## config.mk

```make
export PLATFORM = sky130hd
export DESIGN_NAME = pht_ctrl
export DESIGN_NICKNAME = d
export VERILOG_FILES = /design/src/rtl/pht_ctrl.sv
export SDC_FILE = /design/constraint.sdc
export NUM_CORES = 1
export LEC_CHECK = 0
export BUFFER_PORTS_ARGS = -buffer_cell sky130_fd_sc_hd__buf_2
export CAP_MARGIN = 20
export CORE_ASPECT_RATIO = 1.5
export CORE_MARGIN = 2
export CORE_UTILIZATION = 38
export DETAILED_ROUTE_END_ITERATION = 12
export PLACE_DENSITY_LB_ADDON = 0.25
export SLEW_MARGIN = 20
export SYNTH_ARGS = -nofsm -noshare
export SYNTH_HDL_FRONTEND = slang
export SYNTH_SLANG_ARGS = --single-unit
```

## constraint.sdc

```tcl
create_clock -name clk -period 4.4 [get_ports clk]
set_clock_uncertainty 0.05 [all_clocks]
set_input_delay 0.22 -clock clk [delete_from_list [all_inputs] [get_ports clk]]
set_output_delay 0.22 -clock clk [all_outputs]
set_load 0.02 [all_outputs]
```

## src/rtl/pht_ctrl.sv

```systemverilog
// Bimodal PHT controller: 2^IDX_W two-bit counters with one shared read port
// arbitrated between fetch lookups and resolve-side training, plus init sweep.
module pht_ctrl #(
  parameter int          IDX_W      = 6,
  parameter logic [1:0]  INIT_CTR   = 2'b01,
  parameter int          STARVE_MAX = 4
) (
  input  logic             clk,
  input  logic             areset,
  input  logic             flush,
  input  logic             lookup_valid,
  input  logic [IDX_W-1:0] lookup_idx,
  output logic             lookup_ready,
  output logic             resp_valid,
  output logic [1:0]       resp_ctr,
  output logic             resp_taken,
  input  logic             train_valid,
  input  logic [IDX_W-1:0] train_idx,
  input  logic             train_taken,
  output logic             train_ready,
  output logic             busy
);
  localparam int DEPTH = 1 << IDX_W;
  localparam int SW    = $clog2(STARVE_MAX + 1);
  localparam logic [0:0] S_INIT = 1'b0;
  localparam logic [0:0] S_RUN  = 1'b1;

  logic [0:0]       r_state;
  logic [IDX_W-1:0] r_init_idx;
  logic [1:0]       r_tbl [DEPTH];

  logic             r_pend_valid;
  logic [IDX_W-1:0] r_pend_idx;
  logic             r_pend_taken;
  logic [SW-1:0]    r_starve_cnt;

  logic             r_w_valid;
  logic [IDX_W-1:0] r_w_idx;
  logic [1:0]       r_w_new;

  logic             r_resp_valid;
  logic [1:0]       r_resp_ctr;

  logic             w_run, w_starved, w_lk_grant, w_pend_grant, w_train_acc;
  logic [IDX_W-1:0] w_rd_idx;
  logic [1:0]       w_rd_val, w_new;

  assign w_run        = (r_state == S_RUN);
  assign w_starved    = r_pend_valid && (r_starve_cnt == SW'(STARVE_MAX));
  assign lookup_ready = w_run && !w_starved;
  assign w_lk_grant   = lookup_valid && lookup_ready;
  assign w_pend_grant = w_run && r_pend_valid && !w_lk_grant;
  assign train_ready  = w_run && (!r_pend_valid || w_pend_grant);
  assign w_train_acc  = train_valid && train_ready;
  assign busy         = (r_state == S_INIT);
  assign resp_valid   = r_resp_valid;
  assign resp_ctr     = r_resp_ctr;
  assign resp_taken   = r_resp_ctr[1];

  // Single read port; an in-flight W write is forwarded so RMW chains stay exact.
  assign w_rd_idx = w_lk_grant ? lookup_idx : r_pend_idx;
  assign w_rd_val = (r_w_valid && (r_w_idx == w_rd_idx)) ? r_w_new : r_tbl[w_rd_idx];

  always_comb begin
    w_new = w_rd_val;
    if (r_pend_taken) begin
      if (w_rd_val != 2'b11) w_new = w_rd_val + 2'b01;
    end else begin
      if (w_rd_val != 2'b00) w_new = w_rd_val - 2'b01;
    end
  end

  always_ff @(posedge clk or posedge areset) begin
    if (areset) begin
      r_state      <= S_INIT;
      r_init_idx   <= '0;
      r_pend_valid <= 1'b0;
      r_pend_idx   <= '0;
      r_pend_taken <= 1'b0;
      r_starve_cnt <= '0;
      r_w_valid    <= 1'b0;
      r_w_idx      <= '0;
      r_w_new      <= '0;
      r_resp_valid <= 1'b0;
      r_resp_ctr   <= '0;
    end else begin
      r_resp_valid <= w_lk_grant;
      if (w_lk_grant) r_resp_ctr <= w_rd_val;

      r_w_valid <= w_pend_grant && !flush;
      if (w_pend_grant) begin
        r_w_idx <= r_pend_idx;
        r_w_new <= w_new;
      end

      if (flush) begin
        r_state      <= S_INIT;
        r_init_idx   <= '0;
        r_pend_valid <= 1'b0;
        r_starve_cnt <= '0;
      end else begin
        if (r_state == S_INIT) begin
          r_init_idx <= r_init_idx + 1'b1;
          if (r_init_idx == {IDX_W{1'b1}}) r_state <= S_RUN;
        end

        if (w_train_acc) begin
          r_pend_valid <= 1'b1;
          r_pend_idx   <= train_idx;
          r_pend_taken <= train_taken;
        end else if (w_pend_grant) begin
          r_pend_valid <= 1'b0;
        end

        if (w_pend_grant)
          r_starve_cnt <= '0;
        else if (r_pend_valid && r_starve_cnt != SW'(STARVE_MAX))
          r_starve_cnt <= r_starve_cnt + 1'b1;
      end
    end
  end

  // Table storage needs no reset: the init sweep defines every entry.
  always_ff @(posedge clk) begin
    if (r_state == S_INIT && !flush)
      r_tbl[r_init_idx] <= INIT_CTR;
    else if (r_w_valid && w_run && !flush)
      r_tbl[r_w_idx] <= r_w_new;
  end
endmodule

```

Word-level counts from Yosys, hierarchy flattened
Memory sizes are Yosys's and may differ from the RTL's.
Cells that the tools add are included.
{"block": "op_classes", "addsub": 4, "n_mul": 0, "div_mod_pow": 0, "magnitude_cmp": 0, "n_eq_ne": 6, "shifts": 0, "n_mux": 24, "n_bitwise": 2, "reduce_logical": 23}
{"op": "6-bit two-way mux", "n": 4}
{"op": "1-bit logical AND", "n": 13}
{"op": "1-bit two-way mux", "n": 12}
{"op": "2-bit two-way mux", "n": 5}
{"op": "3-bit two-way mux", "n": 3}
{"op": "6-bit by 1-bit adder with 6-bit output (second input constant)", "n": 1}
{"op": "6-bit == test", "n": 1}
{"op": "6-bit == test (second input constant)", "n": 1}
{"op": "3-bit nonzero test", "n": 2}
{"op": "1-bit zero test", "n": 4}
{"op": "2-bit inequality test (second input constant)", "n": 2}
{"op": "3-bit by 1-bit adder with 3-bit output (second input constant)", "n": 1}
{"op": "3-bit == test (second input constant)", "n": 1}
{"op": "3-bit inequality test (second input constant)", "n": 1}
{"op": "2-bit by 1-bit adder with 2-bit output (second input constant)", "n": 1}
{"op": "1-bit NOT", "n": 2}
{"op": "2-bit AND reduction", "n": 1}
{"op": "2-bit nonzero test", "n": 1}
{"op": "2-bit OR reduction", "n": 1}
{"op": "2-bit by 1-bit subtractor with 2-bit output (second input constant)", "n": 1}
{"op": "1-bit logical OR", "n": 1}
{"block": "word_totals", "register_bits": 30, "latch_bits": 0, "ramBits": 128, "rom_bits": 0, "input_bits": 18, "word_cells": 71, "n_memories": 1}
{"name": "r_tbl", "words": 64, "width": 2, "rd": 1, "rd_clocked_by_memory_dff": 0, "wr": 1, "line": "30", "rtl": "logic [1:0] r_tbl [DEPTH];"}

Depth between registers and ports, before layout
{"block": "logic_depth", "ltp_word": 12, "mapped_depth": 14}

Worst setup path before layout
No wires, ideal clock.
{"block": "synth_timing", "path_kind": "flip-flop to flip-flop", "from": "register r_starve_cnt[0]", "to": "register r_w_new[0]", "t_arrival_ns": 2.838, "required_time_ns": 4.219, "slack_ns": 1.380, "stages_incl_launch_ff": 13, "path_buffers": 1, "period_less_slack_ns": 3.020, "path_cell_list": "dfrtp_1 inv_1 ha_1 and3_1 buf_2 or4_4 and2_4 a211oi_1 a2111o_1 o2bb2ai_1 or4_1 a32oi_1 nand3_1"}
{"block": "synth_via", "elab_chain_len": 12, "elab_cells_between_ends": 19, "cone_classes": "add/sub (2); eq/ne (3); mux (5); reduce/logical (8); memory (1)"}
{"item": "from (decl)", "line": "35", "rtl": "logic [SW-1:0] r_starve_cnt;"}
{"item": "from (signal assigned)", "line": "118", "rtl": "r_starve_cnt <= r_starve_cnt + 1'b1;"}
{"item": "3-bit == test (*)", "line": "49", "rtl": "assign w_starved = r_pend_valid && (r_starve_cnt == SW'(STARVE_MAX));"}
{"item": "1-bit logical AND (*)", "line": "49"}
{"item": "1-bit zero test (*)", "line": "50", "rtl": "assign lookup_ready = w_run && !w_starved;"}
{"item": "1-bit logical AND (*)", "line": "50"}
{"item": "1-bit logical AND (*)", "line": "51", "rtl": "assign w_lk_grant = lookup_valid && lookup_ready;"}
{"item": "branches (longest 7 deep; another with memory 64 x 2 bit)"}
{"item": "to (signal assigned)", "line": "93", "rtl": "r_w_new <= w_new;"}
{"item": "to (decl)", "line": "39", "rtl": "logic [1:0] r_w_new;"}
Mark *: on every way between the ends.
A chain may end at the register's enable or synchronous reset.

Final worst setup path
{"block": "layout_timing", "from": "register r_starve_cnt[0]", "to": "register r_w_new[1]"}
The elaborated chain is that of the path after synthesis.

==> out/results.ini <==
[global_routing]
grt_pass1_wl_um=32510
grt_usage=0.2061
grt_max_degree=65
grt-ovfl-total=0
grt_antenna_before_repair=0
grt_pass1_vias=5606

[synthesis]
synth_warnings=0
synth_flop_cell=edfxtp_1
synth_seq_cells=158
synthArstFlopShare=0.1899
synthDistinctLibCells=73
ys_seq_area_frac=0.6138
synth.area.top_cells=edfxtp_1, dfrtp_1, nor2_1
synth.top_cell.area_share=0.5135
syn_area_per_cell_um2=11.81
syn_nets=655
yosysTopAreaCell=edfxtp_1
synth_edf_count=128
syn_area_um2=7485
syn_inst=634

[clock_network]
cts_max_level=4
post-cts-setup-buffer-count=0
cts.sinks=158
clk_pin_slew_ps=70
cts_inserted_buffers=17
cts_max_path_buffers=2
cts_resized=0
cts_hold_buf=7
cts_tree=yes
cts_root_buf=clkbuf_16
clk_latency_ps=430

[detailed_routing]
drc_errors=0
wl_per_cell_um=22.56
vias_per_cell=5.868
firstDrtPassIters=5
antenna_left=0
vias=5487
drt_iter0_markers=462
wl_um=21090

[worst_setup_path]
worstPathRequired_ps=4640
startpoint_type=flop
slowest_stage=nor2_2
cp_data_arrival_time_ps=4120
endpoint_kind=flop
critPathMostFrequentCell=o211ai_1
worstPathMaxFanout=14
cpPeakStageDelay_ps=550
crit_type=reg2reg
crit_chain=inv_1, ha_1, nand3_4, and2_1, nor2_2, buf_4, mux2_2, o211ai_1, o211ai_1, o22a_1, a32oi_1, o31ai_2

[finish]
utilization=0.4467
layout.nets=688
area_growth_pct=14.83
diodes=0
final_common_cell=edfxtp_1
fill_cells=1807
final_layout_size_suffix_gt1_frac=0.1487
layout_common_cells=edfxtp_1, nor2_1, nand2_1

[place]
dp_slack_ps=559.3
io_buffer_count=24
hpwl_um=14690
gp_congestion=0.8752

[timing]
hold_ws_ps=1.452
maxSlewViolCount=0
finalSetupViolCount=0
setup_ws_ps=521.3
hold_viol_final=0
rsz0062_at_grt=no
post-route-period-util=0.8815
finalSetupTns_ps=0
worst_pin_slew_ps=720.2
min_period_ps=3879
max_freq_mhz=257.8
max-slew-margin-rel=0.5198

[min_path]
hold_class=in2reg

[floorplan]
core-area_um2=19240
die-area_um2=20860
die_h_um=175.9
rows=62
die_w_um=118.6
ios=25
start_util=0.3890

[pwr]
total_power_mw=3.583
ir_drop_mv=0.2417
powerDensity_nw_per_um2=416.9
p_leak_nw=3.191

[status]
status=finished clean

[flow_run]
cap_violations=0

==> routing by layer <==
layer,vias up,global-route usage,routed length (um)
li1,2455,-,-
met1,2756,0.2314,7925
met2,211,0.3685,11020
met3,65,0.02825,944
met4,0,0.1245,1196
met5,-,0,0
==> metrics by stage <==
stage | area [um^2] | std cells
2_1_floorplan | 7485 | 634
3_3_place_gp | 7871 | 897
3_5_place_dp | 7876 | 897
4_1_cts | 8593 | 935
5_1_grt | 8594 | 935
6_report | 8594 | 935
==> synthesized netlist by cell type (all sizes together) (3+ instances only) <==
master   count
nand3b       4
ha           3
mux2         8
and2         7
a211o        4
a21boi       5
a31o         4
edfxtp     128
o2111ai      4
xor2         5
or3          4
a32oi        5
a32o         4
o31ai        5
a211oi      24
buf         16
nand4        3
a2111o       3
o211ai       4
o21a         3
inv          9
a311oi       3
mux2i       17
a221o        3
nand2b       5
a21oi       18
and3        30
dfrtp       30
clkbuf      15
or4          4
nand3       32
nor2        82
xnor2        5
nand2       82
a31oi        4
o21ai       27
==> where the power goes <==
group / internal (mW) / switching [mW] / total [mW]
clock network: 0.972 / 0.657 / 1.63
logic: 0.117 / 0.201 / 0.318
registers: 1.61 / 0.0227 / 1.64
==> kinds of logic (layout without fill, tap and decap cells) <==
group,after synthesis,in the layout,share of synthesized area
simple gates,263,263,0.1683
flops,158,158,0.6138
compound gates,135,135,0.1401
buf+inv,40,85,0.02624
mux,25,25,0.03477
xor+xnor,10,10,0.01170
fa+ha+maj,3,3,0.005016
==> registers in the layout, summed over array words and instances (netlist names) <==
name          count
r_w_new           2
r_pend_idx        6
r_tbl           128
r_state           1
r_init_idx        6
r_pend_taken      1
resp_ctr          2
r_w_valid         1
r_w_idx           6
resp_valid        1
r_pend_valid      1
r_starve_cnt      3
==> worst max-delay path, delay by kind of cell (launching register included) <==
| kind | cells | cell delay [ps] |
|---|---|---|
| adder cells (fa/ha/maj) | 1 | 350 |
| AO/OA/AOI/OAI | 5 | 900 |
| flip-flops | 1 | 390 |
| buffers and inverters | 2 | 420 |
| AND/OR/NAND/NOR | 3 | 1260 |
| multiplexers | 1 | 350 |
==> area by class of cell <==
| class | instances | area (um^2) | share of cell area |
|---|---|---|---|
| clock inverter | 14 | 221.5 | 0.02577 |
| tap | 256 | 320.3 | 0.03727 |
| clock buffer | 17 | 425.4 | 0.04950 |
| sequential | 158 | 4594 | 0.5346 |
| inverter | 9 | 33.78 | 0.003931 |
| timing repair buffer | 45 | 295.3 | 0.03436 |
| multi-input combinational | 436 | 2704 | 0.3146 |
==> path summary, 6_finish.rpt <==
kind	from	to	slack, ps	depth (start not counted)
worst max-delay path	r_starve_cnt[0]	r_w_new[1]	520	12
worst min-delay path	train_idx[0]	r_pend_idx[0]	1	2
worst max register to register	r_starve_cnt[0]	r_w_new[1]	520	12
worst min register to register	resp_ctr[1]	resp_ctr[1]	460	2
max in group asynchronous	areset	r_pend_idx[2]	3570	4
min in group asynchronous	areset	r_init_idx[0]	150	3
(Power assumes the default switching activity.)
